## src/rtl/mul_seq.sv

```systemverilog
// mul_seq: shift-add MUL/MLA sequencer that borrows the shared ALU while busy.
// Rev 1.0
`default_nettype none

module mul_seq #(
  parameter int         WIDTH      = 32,
  parameter logic [1:0] ADD_CODE   = 2'b00,
  parameter bit         EARLY_TERM = 1'b1
) (
  input  logic             clk,
  input  logic             rst_n,
  input  logic             start,
  input  logic             acc_en,
  input  logic [WIDTH-1:0] op_rn,
  input  logic [WIDTH-1:0] op_rm,
  input  logic [WIDTH-1:0] op_ra,
  input  logic [WIDTH-1:0] dp_a,
  input  logic [WIDTH-1:0] dp_b,
  input  logic [1:0]       dp_ctrl,
  output logic [WIDTH-1:0] alu_a,
  output logic [WIDTH-1:0] alu_b,
  output logic [1:0]       alu_ctrl,
  input  logic [WIDTH-1:0] alu_out,
  output logic             busy,
  output logic             stall,
  output logic             done,
  output logic [WIDTH-1:0] result
);

  localparam int CNT_W = 6;

  typedef enum logic [1:0] {
    S_IDLE = 2'd0,
    S_ITER = 2'd1,
    S_DONE = 2'd2
  } state_t;

  state_t             state_q, state_d;
  logic [WIDTH-1:0]   acc_q, acc_d;
  logic [WIDTH-1:0]   mcand_q, mcand_d;
  logic [WIDTH-1:0]   mplier_q, mplier_d;
  logic [WIDTH-1:0]   result_q, result_d;
  logic [CNT_W-1:0]   cnt_q, cnt_d;
  logic               done_q, done_d;
  logic               last_iter;

  always_comb begin
    state_d   = state_q;
    acc_d     = acc_q;
    mcand_d   = mcand_q;
    mplier_d  = mplier_q;
    result_d  = result_q;
    cnt_d     = cnt_q;
    done_d    = 1'b0;
    // Early exit looks at the multiplier as it will be after this iteration's shift.
    last_iter = (cnt_q == CNT_W'(WIDTH - 1)) ||
                (EARLY_TERM && ((mplier_q >> 1) == '0));

    case (state_q)
      S_IDLE: begin
        if (start) begin
          mcand_d  = op_rn;
          mplier_d = op_rm;
          acc_d    = acc_en ? op_ra : '0;
          cnt_d    = '0;
          state_d  = S_ITER;
        end
      end
      S_ITER: begin
        if (mplier_q[0]) begin
          acc_d = alu_out;
        end
        mcand_d  = mcand_q << 1;
        mplier_d = mplier_q >> 1;
        cnt_d    = cnt_q + 1'b1;
        if (last_iter) begin
          state_d  = S_DONE;
          done_d   = 1'b1;
          result_d = acc_d;
        end
      end
      S_DONE: begin
        state_d = S_IDLE;
      end
      default: begin
        state_d = S_IDLE;
      end
    endcase
  end

  always_ff @(posedge clk or negedge rst_n) begin
    if (!rst_n) begin
      state_q  <= S_IDLE;
      acc_q    <= '0;
      mcand_q  <= '0;
      mplier_q <= '0;
      result_q <= '0;
      cnt_q    <= '0;
      done_q   <= 1'b0;
    end else begin
      state_q  <= state_d;
      acc_q    <= acc_d;
      mcand_q  <= mcand_d;
      mplier_q <= mplier_d;
      result_q <= result_d;
      cnt_q    <= cnt_d;
      done_q   <= done_d;
    end
  end

  assign busy   = (state_q != S_IDLE);
  assign stall  = busy;
  assign done   = done_q;
  assign result = result_q;

  // ALU ownership: datapath when idle, sequencer (acc + mcand) otherwise.
  always_comb begin
    if (busy) begin
      alu_a    = acc_q;
      alu_b    = mcand_q;
      alu_ctrl = ADD_CODE;
    end else begin
      alu_a    = dp_a;
      alu_b    = dp_b;
      alu_ctrl = dp_ctrl;
    end
  end

endmodule

`default_nettype wire

```

## config.mk

```make
export PLATFORM = sky130hd
export DESIGN_NAME = mul_seq
export DESIGN_NICKNAME = d
export VERILOG_FILES = /design/src/rtl/mul_seq.sv
export SDC_FILE = /design/constraint.sdc
export NUM_CORES = 1
export LEC_CHECK = 0
export CORE_MARGIN = 8
export CORE_UTILIZATION = 60
export CTS_BUF_LIST = sky130_fd_sc_hd__clkbuf_4
export CTS_CLUSTER_SIZE = 12
export DETAILED_ROUTE_END_ITERATION = 12
export DONT_BUFFER_PORTS = 1
export GPL_ROUTABILITY_DRIVEN = 0
export PLACE_DENSITY = 0.79
export SLEW_MARGIN = 30
export SYNTH_ARGS = -nofsm -noshare
export SYNTH_HDL_FRONTEND = slang
export SYNTH_SLANG_ARGS = --single-unit
```

## constraint.sdc

```tcl
create_clock -name clk -period 1.7 [get_ports clk]
set_input_delay 0.085 -clock clk [delete_from_list [all_inputs] [get_ports clk]]
set_output_delay 0.085 -clock clk [all_outputs]
set_load 0.05 [all_outputs]
```

== Word-level counts from Yosys, hierarchy flattened ==
Index checks and enable logic that the tools add are counted.
W data, S select, Z words.

* Flip-flop bits (word level): 137
* Bits of input ports: 198
* Output and inout bits: 101
* Logic and storage cells: 38

* $add $sub $neg: 1
* Eq/ne operators: 4
* Mux-type cells: 18
* Reductions and logical operators: 8

{| class="wikitable"
|+ Operators by type and width
! operator !! number
|-
| $mux W32 || 7
|-
| $pmux W32 S2 || 3
|-
| $logic_not A32 Y1 || 1
|-
| $pmux W6 S2 || 1
|-
| $add A6 B1 Y6 const B || 1
|-
| $eq A6 B5 Y1 const B || 1
|-
| $mux W2 || 3
|-
| $mux W6 || 1
|-
| $reduce_and A2 Y1 || 3
|-
| $ne A2 B2 Y1 const B || 2
|-
| $pmux W2 S2 || 1
|-
| $reduce_bool A2 Y1 || 2
|-
| $eq A2 B1 Y1 const B || 1
|-
| $logic_not A2 Y1 || 1
|-
| $mux W1 || 2
|-
| $logic_or A1 B1 Y1 || 1
|}

== Longest topological paths before layout ==
Gate-level depths: netlist of run 1.

* Depth after elaboration: 4
* Mapped depth: 7
* Depth with buffers taken out: 5

== Worst setup path before layout of run 1 ==
No wires, ideal clock.

* Kind: register to output
* From: register state_q[0]
* To: output port stall
* Arrival: 1.638 ns
* Data required time: 1.615 ns
* Slack: -0.023 ns
* Stages on the path, launching flop included: 7
* Path buffers: 4
* Cells stage by stage: dfrtp_1 buf_2 nor2_1 buf_2 buf_2 inv_1 buf_4

* Cells in the longest elaborated chain, start to end: 1

{| class="wikitable"
|+ RTL lines
! element !! RTL line !! RTL
|-
| from (decl) || 38 || <nowiki>state_t state_q, state_d;</nowiki>
|-
| from (signal assigned) || 101 || <nowiki>state_q <= state_d;</nowiki>
|-
| $reduce_bool A2 Y1 || 111 || <nowiki>assign busy = (state_q != S_IDLE);</nowiki>
|-
| to (decl) || 25 || <nowiki>output logic stall,</nowiki>
|}

No other way between the ends.

== Final worst setup path of run 1 ==
* From: register state_q[0]
* To: output port alu_a[10]

* Cells in the longest elaborated chain, start to end: 2

{| class="wikitable"
|+ RTL lines
! element !! RTL line !! RTL
|-
| $reduce_bool A2 Y1 || 111 ||
|-
| $mux W32 || 118 || <nowiki>if (busy) begin</nowiki>
|-
| to (decl) || 20 || <nowiki>output logic [WIDTH-1:0] alu_a,</nowiki>
|}

No other way between the ends.

==> impl_metrics.ini, run 1 <==
[global_routing]
grt_pass1_vias = 7487
grt_max_degree = 138
grt_usage_pct = 35.5
overflow = 0
antenna_found_initial = 2
grt_pass1_wl_um = 43900

[worst_setup_path]
r2r_slack_ns = -0.17
r2r.worst_path.cells = 8
cp_cell_sequence = nor2_4 -> buf_12 -> buf_16 -> mux2_4
worstPathRequired_ns = 1.62
path_class = reg -> out
critical_path_arrival_ns = 1.93
crit_path_top_delay_cell = dfrtp_2
endpoint = alu_a[10]
critPathMaxFanout = 11
crit_start = state_q[0]
critPathLaunchType = flop
regToRegEndpoint = result[2]
worstReg2RegStart = mplier_q[25]
max_stage_delay_ns = 0.45
cp-end-kind = output pin

[floorplanning]
row_count = 40
core_area_um2 = 11900
dieArea_um2 = 15900
start_util_pct = 60.9
die-height_um = 126
fp.dieW_um = 126
boundaryPins = 299

[timing]
finalClockSkew_ns = 0.0235
hold_slack_ns = -0.804
fin_crit_sh_pct = 119
slew_violations = 0
relSlewSlack_pct = 59.1
hold_viol_final = 137
setup_violations = 103
rsz0062_at_grt = true
fin_crit_ns = 2.02
fin_ws_ns = -0.318
worstMarginPinSlew_ns = 0.613
fmax_ghz = 0.495

[clock_network]
clock_path_buffers = 2
holdBufCountCts = 131
numCtsBuffers = 17
clk-insertion-delay-late_ns = 0.56
cts_max_level = 4
path_clk_slew_ns = 0.13
clock-root-buffer = clkbuf_4
clock_sinks = 137
cts_tree = yes

[placed_design]
io_buffers = 0
dpl.hpwl_um = 15600
place_inst = 838
dpl_worst_slack_ns = -0.105

[run_status]
violations = negative hold slack, negative setup slack
status = complete, but fails checks

[detailed_routing]
first_pass_iters = 7
vias = 7399
drtIter0Drc = 948
drt_wl_total_um = 30900
viasPerCell = 7.20
drc = 0
antenna_left = 0
routedWlPerCell_um = 30.1

[pwr]
p_per_area_nw_per_um2 = 1830
pwr-share-clk_pct = 10.4
p_int_mw = 9.19
irDropWorstVdd_uv = 1260
seq_power_share_pct = 32.8
power_frac_comb_pct = 56.7
power_mw = 18.8
sw_frac_of_total_pct = 51.2
p_leak_nw = 4.25
p_switching_mw = 9.63

[layout]
fin_cells = 1027
layout_common_cells = 134 x dfrtp_1, 130 x dlygate4sd3_1, 73 x o21ai_0
final_common_cell = dfrtp_1
nNetsFinal = 1066
area_growth_syn_to_layout_pct = 41.9
drive_gt1_share_pct = 26.9

[synthesis]
synth.avg_cell_area_um2 = 10.0
synth-seq-cells = 137
syn_inst = 723
synth-edff-count = 0
yosysWarnings = 0
synthArstFlopShare_pct = 100
syn-cell-area_um2 = 7250
synth.distinct_cells = 34
synth-main-ff-cell = dfrtp_1
synth_nets = 922
ys_seq_area_share_pct = 47.3

[worst_hold_path]
hold_path_class = in -> async

[flow_run]
maxCapViolations = 0
Yosys cell counts (2+ instances only):
| master | count | area (um2) |
|---|---|---|
| dfrtp_1 | 137 | 3430 |
| a21oi_1 | 95 | 475 |
| buf_1 | 4 | 15.0 |
| and2_1 | 4 | 25.0 |
| nand4_1 | 3 | 18.8 |
| nor2b_1 | 45 | 282 |
| clkbuf_1 | 41 | 154 |
| a22oi_1 | 61 | 458 |
| o221ai_1 | 2 | 17.5 |
| nor4_1 | 7 | 43.8 |
| buf_2 | 19 | 95.1 |
| a21oi_2 | 9 | 78.8 |
| mux2_2 | 64 | 721 |
| o21ai_0 | 76 | 380 |
| nand2_1 | 40 | 150 |
| buf_4 | 3 | 22.5 |
| a31oi_1 | 8 | 50.1 |
| buf_6 | 3 | 33.8 |
| nor2_1 | 32 | 120 |
| a221o_1 | 25 | 250 |
| mux2i_1 | 32 | 320 |
per-stage QoR:
stage | hold WS, ns | cell area (um2) | TNS, ns | util [%]
2_1_floorplan | -0.211 | 7260 | -0.153 | -
3_3_place_gp | -0.206 | 7600 | -1.88 | 63.8
3_5_place_dp | -0.206 | 7600 | -2.73 | 63.8
4_1_cts | -0.811 | 9950 | -23.42 | 83.5
5_1_grt | -0.835 | 10300 | -29.94 | 86.4
6_report | -0.804 | 10300 | -22.98 | 86.4
registers in the layout (all words and copies together), names as in the netlist:
name	flops
cnt_q	6
mcand_q	32
mplier_q	32
acc_q	32
result	32
done	1
state_q	2
power by group through the flow:
stage | combinational [mW] | sequential, mW | clock [mW]
3_5_place_dp | 8.45 | 5.94 | 0
5_1_grt | 11.1 | 6.28 | 2.10
4_1_cts | 9.75 | 5.94 | 1.93
2_1_floorplan | 7.16 | 5.59 | 0
6_report | 10.7 | 6.18 | 1.96
3_3_place_gp | 8.26 | 5.85 | 0
layer usage:
metal	vias to the layer above	track usage [%]	wire length [um]
met5	-	0	0
met2	672	59.8	15400
met3	185	11.0	3260
met4	0	21.9	1870
li1	2966	-	-
met1	3576	38.5	10400
critical path, delay by kind of cell (launching register included):
family,cells,cell delay (ns)
DFF,1,0.45
and+or+nand+nor,1,0.17
muxes,1,0.41
buffers and inverters,2,0.35
layout make-up:
type	instances	area, um2
diodes	2	5.00
well taps	147	184
inverters	1	7.51
fillers	547	1620
flip-flops and latches	137	3430
multi-input cells	515	4150
repair buffers	195	2280
clock inverters	6	52.6
clock buffers	24	180
cell families (layout without fill, tap and decap cells):
logic type / after synthesis / in the layout / share of synthesized area (%)
AO/OA/AOI/OAI: 281 / 281 / 24.4
buffers and inverters: 71 / 226 / 4.47
adder cells (fa/ha/maj): 1 / 1 / 0.172
multiplexers: 96 / 96 / 14.3
XOR/XNOR: 1 / 1 / 0.121
other: 0 / 2 / 0
flip-flops: 137 / 137 / 47.3
AND/OR/NAND/NOR: 136 / 136 / 9.24
how the worst min path moves through the flow:
stage / from / endpoint / slack [ns] / cells past startpoint
floorplan: rst_n / acc_q[0] / -0.21 / 0
global placement: rst_n / mcand_q[25] / -0.21 / 0
detailed placement: rst_n / mcand_q[24] / -0.21 / 0
CTS: rst_n / mcand_q[24] / -0.81 / 0
global route: rst_n / mcand_q[24] / -0.84 / 0
finish: rst_n / mcand_q[23] / -0.80 / 0
what timing repair did:
| item | 4_1_cts | 5_1_grt |
|---|---|---|
| pin swaps | 30 | 15 |
| resized for setup | 123 | 49 |
| endpoints found under the setup margin | 100 | 123 |
| hold endpoints to repair | 270 | 137 |
| gates cloned | 8 | 9 |
| setup buffers | 10 | 6 |
Power figures use the tool's default switching activity.
==> run 2, diff against run 1 <==
--- a/config.mk
+++ b/config.mk
@@ -12,7 +12,7 @@
 export DETAILED_ROUTE_END_ITERATION = 12
 export DONT_BUFFER_PORTS = 1
 export GPL_ROUTABILITY_DRIVEN = 0
-export PLACE_DENSITY = 0.79
+export PLACE_DENSITY = 0.76
 export SLEW_MARGIN = 30
 export SYNTH_ARGS = -nofsm -noshare
 export SYNTH_HDL_FRONTEND = slang
==> constraint.sdc (replaced) <==
create_clock -name clk -period 2.1 [get_ports clk]
set_input_delay 0.105 -clock clk [delete_from_list [all_inputs] [get_ports clk]]
set_output_delay 0.105 -clock clk [all_outputs]
set_load 0.05 [all_outputs]
==> run 2 against run 1 <==
  * The run ends with negative hold slack left
  * Routed wire length down 19%
  * Non-clock buffer count down 41
  * Power down 27%
  * Combinational power down 33%
==> impl_metrics.ini, run 2 (same netlist as run 1, synthesis figures left out) <==
[floorplanning]
dieArea_um2 = 15900
start_util_pct = 60.9
die-height_um = 126
row_count = 40
fp.dieW_um = 126
boundaryPins = 299
core_area_um2 = 11900

[clock_network]
holdBufCountCts = 132
numCtsBuffers = 17
clock_sinks = 137
path_clk_slew_ns = 0.13
clock_path_buffers = 2
clock-root-buffer = clkbuf_4
cts_max_level = 4
post-cts-setup-buffers = 0
cts_tree = yes
clk-insertion-delay-late_ns = 0.53

[worst_setup_path]
worstPathRequired_ns = 2.00
cp_cell_sequence = nor2_4 -> buf_12 -> mux2_2
max_stage_delay_ns = 0.50
path_class = reg -> out
r2r.worst_path.cells = 5
regToRegEndpoint = acc_q[8]
critPathLaunchType = flop
critPathMaxFanout = 34
crit_start = state_q[1]
worstReg2RegStart = state_q[1]
cp-end-kind = output pin
crit_path_top_delay_cell = mux2_2
critical_path_arrival_ns = 1.95
r2r_slack_ns = 0.13
endpoint = alu_b[0]

[placed_design]
io_buffers = 0
dpl.hpwl_um = 14900
placed_area_um2 = 7380
place_inst = 821

[detailed_routing]
vias = 6740
drt_wl_total_um = 25000
viasPerCell = 6.79
antenna_left = 0
drc = 0
drtIter0Drc = 725
routedWlPerCell_um = 25.3
first_pass_iters = 5

[timing]
slew_violations = 0
hold_viol_final = 137
fmax_ghz = 0.485
hold_slack_ns = -0.730
setup_violations = 0
rsz0062_at_grt = true
fin_crit_ns = 2.06
worstMarginPinSlew_ns = 0.588
fin_crit_sh_pct = 98.1
finalClockSkew_ns = 0.0280
relSlewSlack_pct = 60.8

[run_status]
status = complete, but fails checks
violations = negative hold slack

[global_routing]
grt_pass1_vias = 6803
overflow = 0
grt_usage_pct = 30.2
grt_max_degree = 138
grt_pass1_wl_um = 38300
antenna_found_initial = 6

[layout]
fin_cells = 992
layout_common_cells = 134 x dfrtp_1, 131 x dlygate4sd3_1, 95 x a21oi_1
area_growth_syn_to_layout_pct = 25.8
drive_gt1_share_pct = 15.6
nNetsFinal = 1025
final_common_cell = dfrtp_1
design_area_um2 = 9130

[flow_run]
maxCapViolations = 0

[worst_hold_path]
hold_path_class = in -> async

[pwr]
p_leak_nw = 3.76
p_per_area_nw_per_um2 = 1510
irDropWorstVdd_uv = 954
## run 2: cell types whose count changed in the layout (fill, tap and decap cells not counted), sizes merged
cell,change
bufinv,+2
diode,+4
buf,-36
clkinv,+4
inv,+1
clkbuf,-11
dlygate4sd3,+1
## run 2: worst min-delay path by stage
stage,start,endpoint,slack [ns],cells after the start
after global placement,rst_n,mcand_q[6],-0.18,0
final,rst_n,acc_q[29],-0.73,0
after global routing,rst_n,acc_q[29],-0.80,0
after floorplan,rst_n,acc_q[0],-0.19,0
after detailed placement,rst_n,mcand_q[8],-0.19,0
after CTS,rst_n,acc_q[15],-0.79,0
## run 2: stage by stage
step | total power, mW | hold slack (ns) | setup WS [ns] | utilization [%] | TNS, ns
after floorplan | 10.3 | -0.191 | 0.357 | - | 0
after CTS | 13.4 | -0.789 | -0.0497 | 75.5 | -2.57
final | 13.8 | -0.730 | 0.0401 | 76.6 | 0
after global routing | 14.4 | -0.803 | -0.0612 | 76.6 | -2.07
after global placement | 11.2 | -0.184 | 0.277 | 62.0 | 0
after detailed placement | 11.4 | -0.186 | 0.236 | 62.0 | 0
## run 2: area by class of cell
cell class / count / area, um2
repair buffers: 154 / 1590
fillers: 744 / 2790
flip-flops and latches: 137 / 3430
well taps: 147 / 184
multi-input cells: 515 / 3620
diodes: 6 / 15.0
clock inverters: 13 / 134
inverters: 1 / 3.75
clock buffers: 19 / 143
## run 2: routing by layer
metal / routed length [um] / share of wire [%] / track usage (%)
met5: 0 / 0 / 0
met1: 8980 / 36 / 34.7
met3: 2200 / 8.8 / 9.07
met2: 12800 / 51 / 50.0
met4: 1120 / 4.5 / 15.9
## run 2: worst max-delay path, delay by kind of cell (launching register included)
family | cells | cell delay, ns
muxes | 1 | 0.50
DFF | 1 | 0.47
buffers and inverters | 1 | 0.27
and+or+nand+nor | 1 | 0.19
## run 2: what timing repair did
| action | 4_1_cts | 5_1_grt |
|---|---|---|
| resized for setup | 0 | 24 |
| endpoints found under the setup margin | 64 | 80 |
| hold endpoints to repair | 267 | 137 |
| pin swaps | 0 | 0 |
| gates cloned | 0 | 1 |
## run 2: power breakdown
part	internal [mW]	leakage, nW	switching, mW
combinational	2.37	1.90	4.78
clock	0.821	0.149	0.924
sequential	3.60	1.70	1.28
total	6.79	3.76	6.99
